==> src/rtl/posit_packer_if.sv <==
// rtl/posit_packer_if.sv - field-in / posit-out handshake bundle for the posit packer
interface posit_packer_if #(
   parameter int N  = 8,
   parameter int ES = 3,
   parameter int RS = $clog2(N)
);
   logic              in_valid;
   logic              in_ready;
   logic              Sign;
   logic [RS:0]       RegimeValue;
   logic [ES-1:0]     Exponent;
   logic [N-ES+2:0]   Mantissa;
   logic              IsZero;
   logic              IsNaR;
   logic              out_valid;
   logic              out_ready;
   logic [N-1:0]      Out;

   modport master (
      output in_valid, Sign, RegimeValue, Exponent, Mantissa, IsZero, IsNaR, out_ready,
      input  in_ready, out_valid, Out
   );

   modport slave (
      input  in_valid, Sign, RegimeValue, Exponent, Mantissa, IsZero, IsNaR, out_ready,
      output in_ready, out_valid, Out
   );
endinterface

==> src/rtl/posit_packer.sv <==
// rtl/posit_packer.sv - two-stage posit encoder: body build (S1), round/saturate/negate (S2)
module posit_packer #(
   parameter int N  = 8,
   parameter int ES = 3,
   parameter int RS = $clog2(N)
) (
   input  logic          clk,
   input  logic          rst_n,
   posit_packer_if.slave bus
);
   localparam int F   = N - ES + 2;
   localparam int PAD = 1 << RS;
   localparam int SW  = 2 + ES + F + PAD;
   localparam logic [N-2:0] MAXPOS = '1;
   localparam logic [N-2:0] MINPOS = (N-1)'(1);

   logic          s1_valid;
   logic          s1_adv;
   logic          s2_adv;
   logic          s1_sign, s1_zero, s1_nar, s1_smax, s1_smin, s1_g, s1_s;
   logic [N-2:0]  s1_mag;

   assign s2_adv      = !bus.out_valid || bus.out_ready;
   assign s1_adv      = !s1_valid || s2_adv;
   assign bus.in_ready = s1_adv;

   logic                 k_neg;
   logic [RS-1:0]        shamt;
   logic signed [SW-1:0] body_raw;
   logic signed [SW-1:0] body;
   int                   kval;
   logic [N-2:0]         b_mag;
   logic                 b_g, b_s, b_smax, b_smin;

   // {~neg, neg, E, frac} arithmetic-shifted by k (or ~k when negative) yields the
   // regime run followed by its terminator, with E and fraction trailing behind it.
   always_comb begin
      k_neg    = bus.RegimeValue[RS];
      kval     = int'($signed(bus.RegimeValue));
      shamt    = k_neg ? ~bus.RegimeValue[RS-1:0] : bus.RegimeValue[RS-1:0];
      body_raw = {~k_neg, k_neg, bus.Exponent, bus.Mantissa[F-1:0], {PAD{1'b0}}};
      body     = body_raw >>> shamt;
      b_mag    = body[SW-1 -: N-1];
      b_g      = body[SW-N];
      b_s      = |body[SW-N-1:0];
      b_smax   = kval >= N - 2;
      b_smin   = kval <= -(N - 1);
   end

   always_ff @(posedge clk) begin
      if (!rst_n) begin
         s1_valid <= 1'b0;
         s1_mag   <= '0;
         s1_g     <= 1'b0;
         s1_s     <= 1'b0;
         s1_sign  <= 1'b0;
         s1_zero  <= 1'b0;
         s1_nar   <= 1'b0;
         s1_smax  <= 1'b0;
         s1_smin  <= 1'b0;
      end else if (s1_adv) begin
         s1_valid <= bus.in_valid;
         s1_mag   <= b_mag;
         s1_g     <= b_g;
         s1_s     <= b_s;
         s1_sign  <= bus.Sign;
         s1_zero  <= bus.IsZero;
         s1_nar   <= bus.IsNaR;
         s1_smax  <= b_smax;
         s1_smin  <= b_smin;
      end
   end

   logic         rnd;
   logic [N-1:0] sum;
   logic [N-2:0] rmag;
   logic [N-2:0] fmag;
   logic [N-1:0] res;

   // Real results never round to zero or NaR: overflow clamps to maxpos, underflow to minpos.
   always_comb begin
      rnd  = s1_g && (s1_s || s1_mag[0]);
      sum  = {1'b0, s1_mag} + {{(N-1){1'b0}}, rnd};
      rmag = sum[N-1] ? MAXPOS : sum[N-2:0];
      if (rmag == '0) rmag = MINPOS;
      fmag = s1_smax ? MAXPOS : (s1_smin ? MINPOS : rmag);
      res  = s1_sign ? (~{1'b0, fmag} + 1'b1) : {1'b0, fmag};
      if (s1_zero) res = '0;
      if (s1_nar)  res = {1'b1, {(N-1){1'b0}}};
   end

   always_ff @(posedge clk) begin
      if (!rst_n) begin
         bus.out_valid <= 1'b0;
         bus.Out       <= '0;
      end else if (s2_adv) begin
         bus.out_valid <= s1_valid;
         if (s1_valid) bus.Out <= res;
      end
   end
endmodule
==> src/flat_wrapper.sv <==
// flat-port wrapper written by rule: the top's interface ports become plain ports
module posit_packer_flat 
#(
   parameter int N  = 8,
   parameter int ES = 3,
   parameter int RS = $clog2(N)
)
  (clk, rst_n, bus_in_valid, bus_Sign, bus_RegimeValue, bus_Exponent, bus_Mantissa, bus_IsZero, bus_IsNaR, bus_out_ready, bus_in_ready, bus_out_valid, bus_Out);
  posit_packer_if #(.N(N), .ES(ES), .RS(RS)) bus_i ();
  input  logic clk;
  input  logic rst_n;
  input wire logic [$bits(bus_i.in_valid)-1:0] bus_in_valid;
  input wire logic [$bits(bus_i.Sign)-1:0] bus_Sign;
  input wire logic [$bits(bus_i.RegimeValue)-1:0] bus_RegimeValue;
  input wire logic [$bits(bus_i.Exponent)-1:0] bus_Exponent;
  input wire logic [$bits(bus_i.Mantissa)-1:0] bus_Mantissa;
  input wire logic [$bits(bus_i.IsZero)-1:0] bus_IsZero;
  input wire logic [$bits(bus_i.IsNaR)-1:0] bus_IsNaR;
  input wire logic [$bits(bus_i.out_ready)-1:0] bus_out_ready;
  output wire logic [$bits(bus_i.in_ready)-1:0] bus_in_ready;
  output wire logic [$bits(bus_i.out_valid)-1:0] bus_out_valid;
  output wire logic [$bits(bus_i.Out)-1:0] bus_Out;
  assign bus_i.in_valid = bus_in_valid;
  assign bus_i.Sign = bus_Sign;
  assign bus_i.RegimeValue = bus_RegimeValue;
  assign bus_i.Exponent = bus_Exponent;
  assign bus_i.Mantissa = bus_Mantissa;
  assign bus_i.IsZero = bus_IsZero;
  assign bus_i.IsNaR = bus_IsNaR;
  assign bus_i.out_ready = bus_out_ready;
  assign bus_in_ready = bus_i.in_ready;
  assign bus_out_valid = bus_i.out_valid;
  assign bus_Out = bus_i.Out;
  posit_packer #(.N(N), .ES(ES), .RS(RS)) u_core (.clk(clk), .rst_n(rst_n), .bus(bus_i));
endmodule
==> config.mk <==
export PLATFORM = sky130hd
export DESIGN_NAME = posit_packer_flat
export DESIGN_NICKNAME = d
export VERILOG_FILES = /design/src/rtl/posit_packer_if.sv /design/src/rtl/posit_packer.sv /design/src/flat_wrapper.sv
export SDC_FILE = /design/constraint.sdc
export NUM_CORES = 1
export LEC_CHECK = 0
export CAP_MARGIN = 10
export CORE_ASPECT_RATIO = 1.5
export CORE_UTILIZATION = 48
export DETAILED_ROUTE_END_ITERATION = 7
export PLACE_DENSITY = 0.77
export SLEW_MARGIN = 20
export SYNTH_ARGS = -nofsm -noshare
export SYNTH_HDL_FRONTEND = slang
export SYNTH_SLANG_ARGS = --single-unit
==> constraint.sdc <==
create_clock -name clk -period 2.7 [get_ports clk]
set_input_delay 0.27 -clock clk [delete_from_list [all_inputs] [get_ports clk]]
set_output_delay 0.27 -clock clk [all_outputs]
set_load 0.005 [all_outputs]
Yosys cells after proc, flatten, opt, wreduce, memory -nomap -nowiden
Index checks and enable logic that the tools add are counted.
- register bits after elaboration: 24
- output and inout port bits: 10
- input bits: 22
- word-level logic and storage cells: 36
- shift-type cells: 1
- order comparisons: 2
- bitwise logic cells: 3
- add/subtract/negate cells: 2
- multiplexer cells: 8
- reductions and logical operators: 9
- operators with widths (cell ; count):
    $mux 7 ; 4
    $mux 8 ; 3
    $sshr 20x3->20 ; 1
    $reduce_or 12->1 ; 1
    $add 7x1->8 ; 1
    $add 8x1->8 const B ; 1
    $not 7->8 ; 1
    $logic_not 7->1 ; 1
    $ge 4x4->1 const B ; 1
    $le 4x4->1 const B ; 1
    $logic_or 1x1->1 ; 3
    $mux 3 ; 1
    $not 3->3 ; 1
    $logic_not 1->1 ; 2
    $reduce_and 2->1 ; 1
    $logic_and 1x1->1 ; 1
    $not 1->1 ; 1

Longest topological paths before layout
- depth in word-level cells: 13
- gate-level depth with buffers: 15
- depth with buffers taken out: 14

Worst setup path after synthesis
Ideal clock, no wire load.
- kind: register to register
- start: reg u_core.s1_mag[0]
- end: reg u_core.bus.Out[6]
- setup time: 0.121 ns
- arrival: 2.586 ns
- period minus slack after synthesis: 2.708 ns
- buffers on the path: 1
- data required time: 2.579 ns
- setup slack: -0.008 ns
- cell stages (with the launch flop): 16
- cells stage by stage: dfxtp_1 -> o21a_1 -> ha_1 -> ha_1 -> and3_1 -> buf_6 -> nand2b_1 -> nor4_2 -> nor2_1 -> ha_1 -> and2b_4 -> nor2b_1 -> a32o_1 -> a21oi_1 -> xnor2_1 -> o21ai_1
- longest elaborated chain between the ends: 13
- ends and longest elaborated chain (element ; RTL line ; source):
    start, declared ; posit_packer.sv:21 ; logic [N-2:0] s1_mag;
    start signal, assigned ; posit_packer.sv:63 ; s1_mag <= b_mag;
    $logic_or 1x1->1 ; posit_packer.sv:82 ; rnd = s1_g && (s1_s || s1_mag[0]);
    $logic_and 1x1->1 ; posit_packer.sv:82 ;
    $add 7x1->8 (*) ; posit_packer.sv:83 ; sum = {1'b0, s1_mag} + {{(N-1){1'b0}}, rnd};
    $mux 7 (*) ; posit_packer.sv:84 ; rmag = sum[N-1] ? MAXPOS : sum[N-2:0];
    $logic_not 7->1 ; posit_packer.sv:85 ; if (rmag == '0) rmag = MINPOS;
    $mux 7 (*) ; posit_packer.sv:85 ;
    $mux 7 (*) (2 in a row) ; posit_packer.sv:86 ; fmag = s1_smax ? MAXPOS : (s1_smin ? MINPOS : rmag);
    $not 7->8 ; posit_packer.sv:87 ; res = s1_sign ? (~{1'b0, fmag} + 1'b1) : {1'b0, fmag};
    $add 8x1->8 ; posit_packer.sv:87 ;
    $mux 8 (*) ; posit_packer.sv:87 ;
    $mux 8 (*) ; posit_packer.sv:88 ; if (s1_zero) res = '0;
    $mux 8 (*) ; posit_packer.sv:89 ; if (s1_nar) res = {1'b1, {(N-1){1'b0}}};
    end signal, assigned ; posit_packer.sv:98 ; if (s1_valid) bus.Out <= res;
    end, declared ; posit_packer_if.sv:26 ; output in_ready, out_valid, Out
Every way passes the cells marked *; elsewhere a longest branch is shown, timed or not.
A chain may end at the register's enable or synchronous reset.

Final worst setup path
- start: reg u_core.s1_s
- end: reg u_core.bus.Out[6]
- longest elaborated chain between the ends: 13
- ends and longest elaborated chain (element ; RTL line ; source):
    start, declared ; posit_packer.sv:20 ; logic s1_sign, s1_zero, s1_nar, s1_smax, s1_smin, s1_g, s1_s;
    start signal, assigned ; posit_packer.sv:65 ; s1_s <= b_s;
    $logic_or 1x1->1 (*) ; posit_packer.sv:82 ;
    $logic_and 1x1->1 (*) ; posit_packer.sv:82 ;
    $add 7x1->8 (*) ; posit_packer.sv:83 ;
    $mux 7 (*) ; posit_packer.sv:84 ;
    $logic_not 7->1 ; posit_packer.sv:85 ;
    $mux 7 (*) ; posit_packer.sv:85 ;
    $mux 7 (*) (2 in a row) ; posit_packer.sv:86 ;
    $not 7->8 ; posit_packer.sv:87 ;
    $add 8x1->8 ; posit_packer.sv:87 ;
    $mux 8 (*) ; posit_packer.sv:87 ;
    $mux 8 (*) ; posit_packer.sv:88 ;
    $mux 8 (*) ; posit_packer.sv:89 ;
Marks and branches as above.

==> flow_summary.json <==
{
  "root_buffer": "clkbuf_8",
  "max_slew_margin": 0.728,
  "die_w_um": 52.0,
  "crit_path_top_delay_cell": "dfxtp_2",
  "period_share": 0.957,
  "final_hold_viol_count": 0,
  "synth_nets": 259,
  "top_regs": "u_core.bus.Out x8, u_core.s1_mag x7",
  "p_per_area_nw_per_um2": 463,
  "vias_per_cell": 5.72,
  "async_flop_share": 0,
  "drive_gt1_frac": 0.158,
  "ys.flop_type": "dfxtp_1",
  "critPathBufInv": 0,
  "critPathLaunchType": "register",
  "dpl_worst_slack_ns": 0.00671,
  "skew_ns": 0.00391,
  "ir_drop_mv": 0.305,
  "max_stage_delay_ns": 0.33,
  "multi_input_area_um2": 1230,
  "n_antenna_cell": 0,
  "via_count": 1726,
  "nNetsFinal": 289,
  "dieArea_um2": 4010,
  "overflow": 0,
  "synth_edf_count": 0,
  "fp.coreArea_um2": 3480,
  "largest_reg_flops": 8,
  "numCtsBuffers": 3,
  "crit_top_cell": "ha_4",
  "worst_pin_slew_ns": 0.406,
  "hold_depth": 2,
  "post-route-min-period_ns": 2.59,
  "setup_ws_ns": 0.115,
  "cts_tree": "built",
  "worstPathRequired_ns": 2.86,
  "clock_sinks": 24,
  "drtPass1Iterations": 4,
  "yosysMostFrequentCell": "nand2_1",
  "synth-seq-cells": 24,
  "grt.total_usage": 0.217,
  "seqCellArea_um2": 483,
  "drc": 0,
  "drt_iter0_markers": 48,
  "sw_frac_of_total": 0.288,
  "io_buffer_count": 30,
  "syn_area_um2": 1800,
  "post-route-util": 0.652,
  "wire_per_inst_um": 13.4,
  "dp_cells": 296,
  "ys_types": 54,
  "clock_path_buffers": 2,
  "antenna_left": 0,
  "post_layout_nonfiller_instances": 302,
  "grt_max_degree": 22,
  "clkPwrFrac": 0.304,
  "die_h_um": 77.1,
  "crit_start": "u_core.s1_s",
  "crit-reg2reg-launch": "u_core.s1_s",
  "dp_hpwl_um": 3040,
  "crit_fanout": 3,
  "synth_cells": 231,
  "cts_max_level": 1,
  "yosysSeqAreaShare": 0.266,
  "clock_latency_ns": 0.27,
  "r2r_cells": 14,
  "path_clk_slew_ns": 0.09,
  "rows": 26,
  "grt_pass1_wl_um": 6750,
  "avgSynthCellArea_um2": 7.81,
  "endpoint_kind": "register",
  "pin_count": 32,
  "internal_power_uw": 747,
  "cap_violations": 0,
  "regMostFlops": "u_core.bus.Out",
  "finalSetupViolCount": 0,
  "worstSetupPathType": "reg -> reg",
  "power.leakage_nw": 0.909,
  "fillCellCount": 303,
  "path_delay_family": "simple AND/OR/NAND/NOR gates",
  "antenna_found_initial": 0,
  "p_comb_frac": 0.305,
  "synthToLayoutAreaGrowth_pct": 25.9,
  "yosysTopAreaCellShare": 0.266,
  "yosys-top-cells-count": "nand2_1 (28), dfxtp_1 (24), nor2_1 (19)",
  "min_from": "u_core.bus.Out[3]",
  "seqPwrFrac": 0.391,
  "hold_class": "reg -> reg",
  "synth.area.top_cells": "dfxtp_1 (27%), nand2_1 (5.8%), a21oi_1 (4.4%), ha_1 (4.2%), nor2_1 (4.0%)",
  "status": "finished clean",
  "power_mw": 1.05,
  "grt_pass1_vias": 1646,
  "initial_core_util": 0.518,
  "path_depth": 14,
  "cp_cell_sequence": "o21a_1 > ha_4 > ha_4 > and3_4 > nand2b_4 > nor4_2 > nor2_1 > ha_2 > and2b_4 > nor2b_1 > a32o_2 > a21oi_2 > xnor2_1 > o21ai_1",
  "hold_buffers": 0,
  "gp_congestion": 0.823,
  "wl_um": 4060,
  "cp.arrival_ns": 2.75,
  "synth.yosys.warnings": 0,
  "power_switching_uw": 303,
  "slew_violations": 0,
  "yosys.area.top_type": "dfxtp_1",
  "fmax_ghz": 0.387
}
-- power by group through the flow --
| stage | Sequential, mW | Clock, mW | Combinational [mW] |
|---|---|---|---|
| 2_1_floorplan | 0.403 | 0 | 0.219 |
| 3_3_place_gp | 0.415 | 0 | 0.291 |
| 3_5_place_dp | 0.416 | 0 | 0.295 |
| 4_1_cts | 0.408 | 0.322 | 0.299 |
| 5_1_grt | 0.415 | 0.340 | 0.355 |
| 6_report | 0.411 | 0.319 | 0.320 |
-- cell families after synthesis --
family | Yosys count | share of synthesized area
AO/OA/AOI/OAI | 66 | 0.244
adder cells (fa/ha/maj) | 7 | 0.0472
flip-flops | 24 | 0.266
buffers and inverters | 27 | 0.0812
multiplexers | 8 | 0.0590
XOR/XNOR | 11 | 0.0618
AND/OR/NAND/NOR | 88 | 0.241
-- path summary, 6_finish.rpt --
| kind | slack, ns | to |
|---|---|---|
| setup / recovery | 0.11 | u_core.bus.Out[6] |
| setup reg to reg | 0.11 | u_core.bus.Out[6] |
| hold reg to reg | 0.45 | u_core.bus.Out[3] |
| hold / removal | 0.45 | u_core.bus.Out[3] |
-- through the flow --
step	cell area [µm²]	setup TNS (ns)	hold WS [ns]
2_1_floorplan	1810	0	0.394
3_3_place_gp	2120	0	0.432
3_5_place_dp	2120	0	0.440
4_1_cts	2200	0	0.453
5_1_grt	2270	-0.00890	0.467
6_report	2270	0	0.447
-- placed cells by master, fill, tap and decap left out, types with 6 or more instances in the layout --
master | synthesis | final
inv_1 | 10 | 10
o21ai_1 | 7 | 7
dfxtp_1 | 24 | 22
clkdlybuf4s50_1 | 0 | 30
nor2_1 | 19 | 18
o21ai_0 | 11 | 11
nor3_1 | 7 | 7
buf_4 | 0 | 12
nand2_1 | 28 | 28
nand3_1 | 9 | 9
a21oi_1 | 16 | 15
nand2b_1 | 7 | 6
-- metal layers --
metal,part of all wire,GRT usage,vias up
met1,0.39,0.227,803
met2,0.55,0.387,41
met3,0.019,0.0179,13
li1,-,-,869
met5,0,0,-
met4,0.039,0.143,0
-- worst register-to-register path: cells and delay by family (launching register included) --
kind | cells | cell delay, ns
adder cells (fa/ha/maj) | 3 | 0.52
XOR/XNOR | 1 | 0.12
AO/OA/AOI/OAI | 4 | 0.65
AND/OR/NAND/NOR | 6 | 0.86
flip-flops | 1 | 0.33
-- layout make-up --
| class | count | share of cell area |
|---|---|---|
| sequential | 24 | 0.213 |
| inverter | 10 | 0.0165 |
| timing repair buffer | 42 | 0.172 |
| clock inverter | 1 | 0.0132 |
| multi-input combinational | 180 | 0.544 |
| clock buffer | 3 | 0.0182 |
| tap | 42 | 0.0232 |
-- timing repair --
action,4_1_cts,5_1_grt
resized for setup,2,12
setup endpoints to repair,1,2
buffers inserted,0,2
Power figures use the tool's default switching activity.
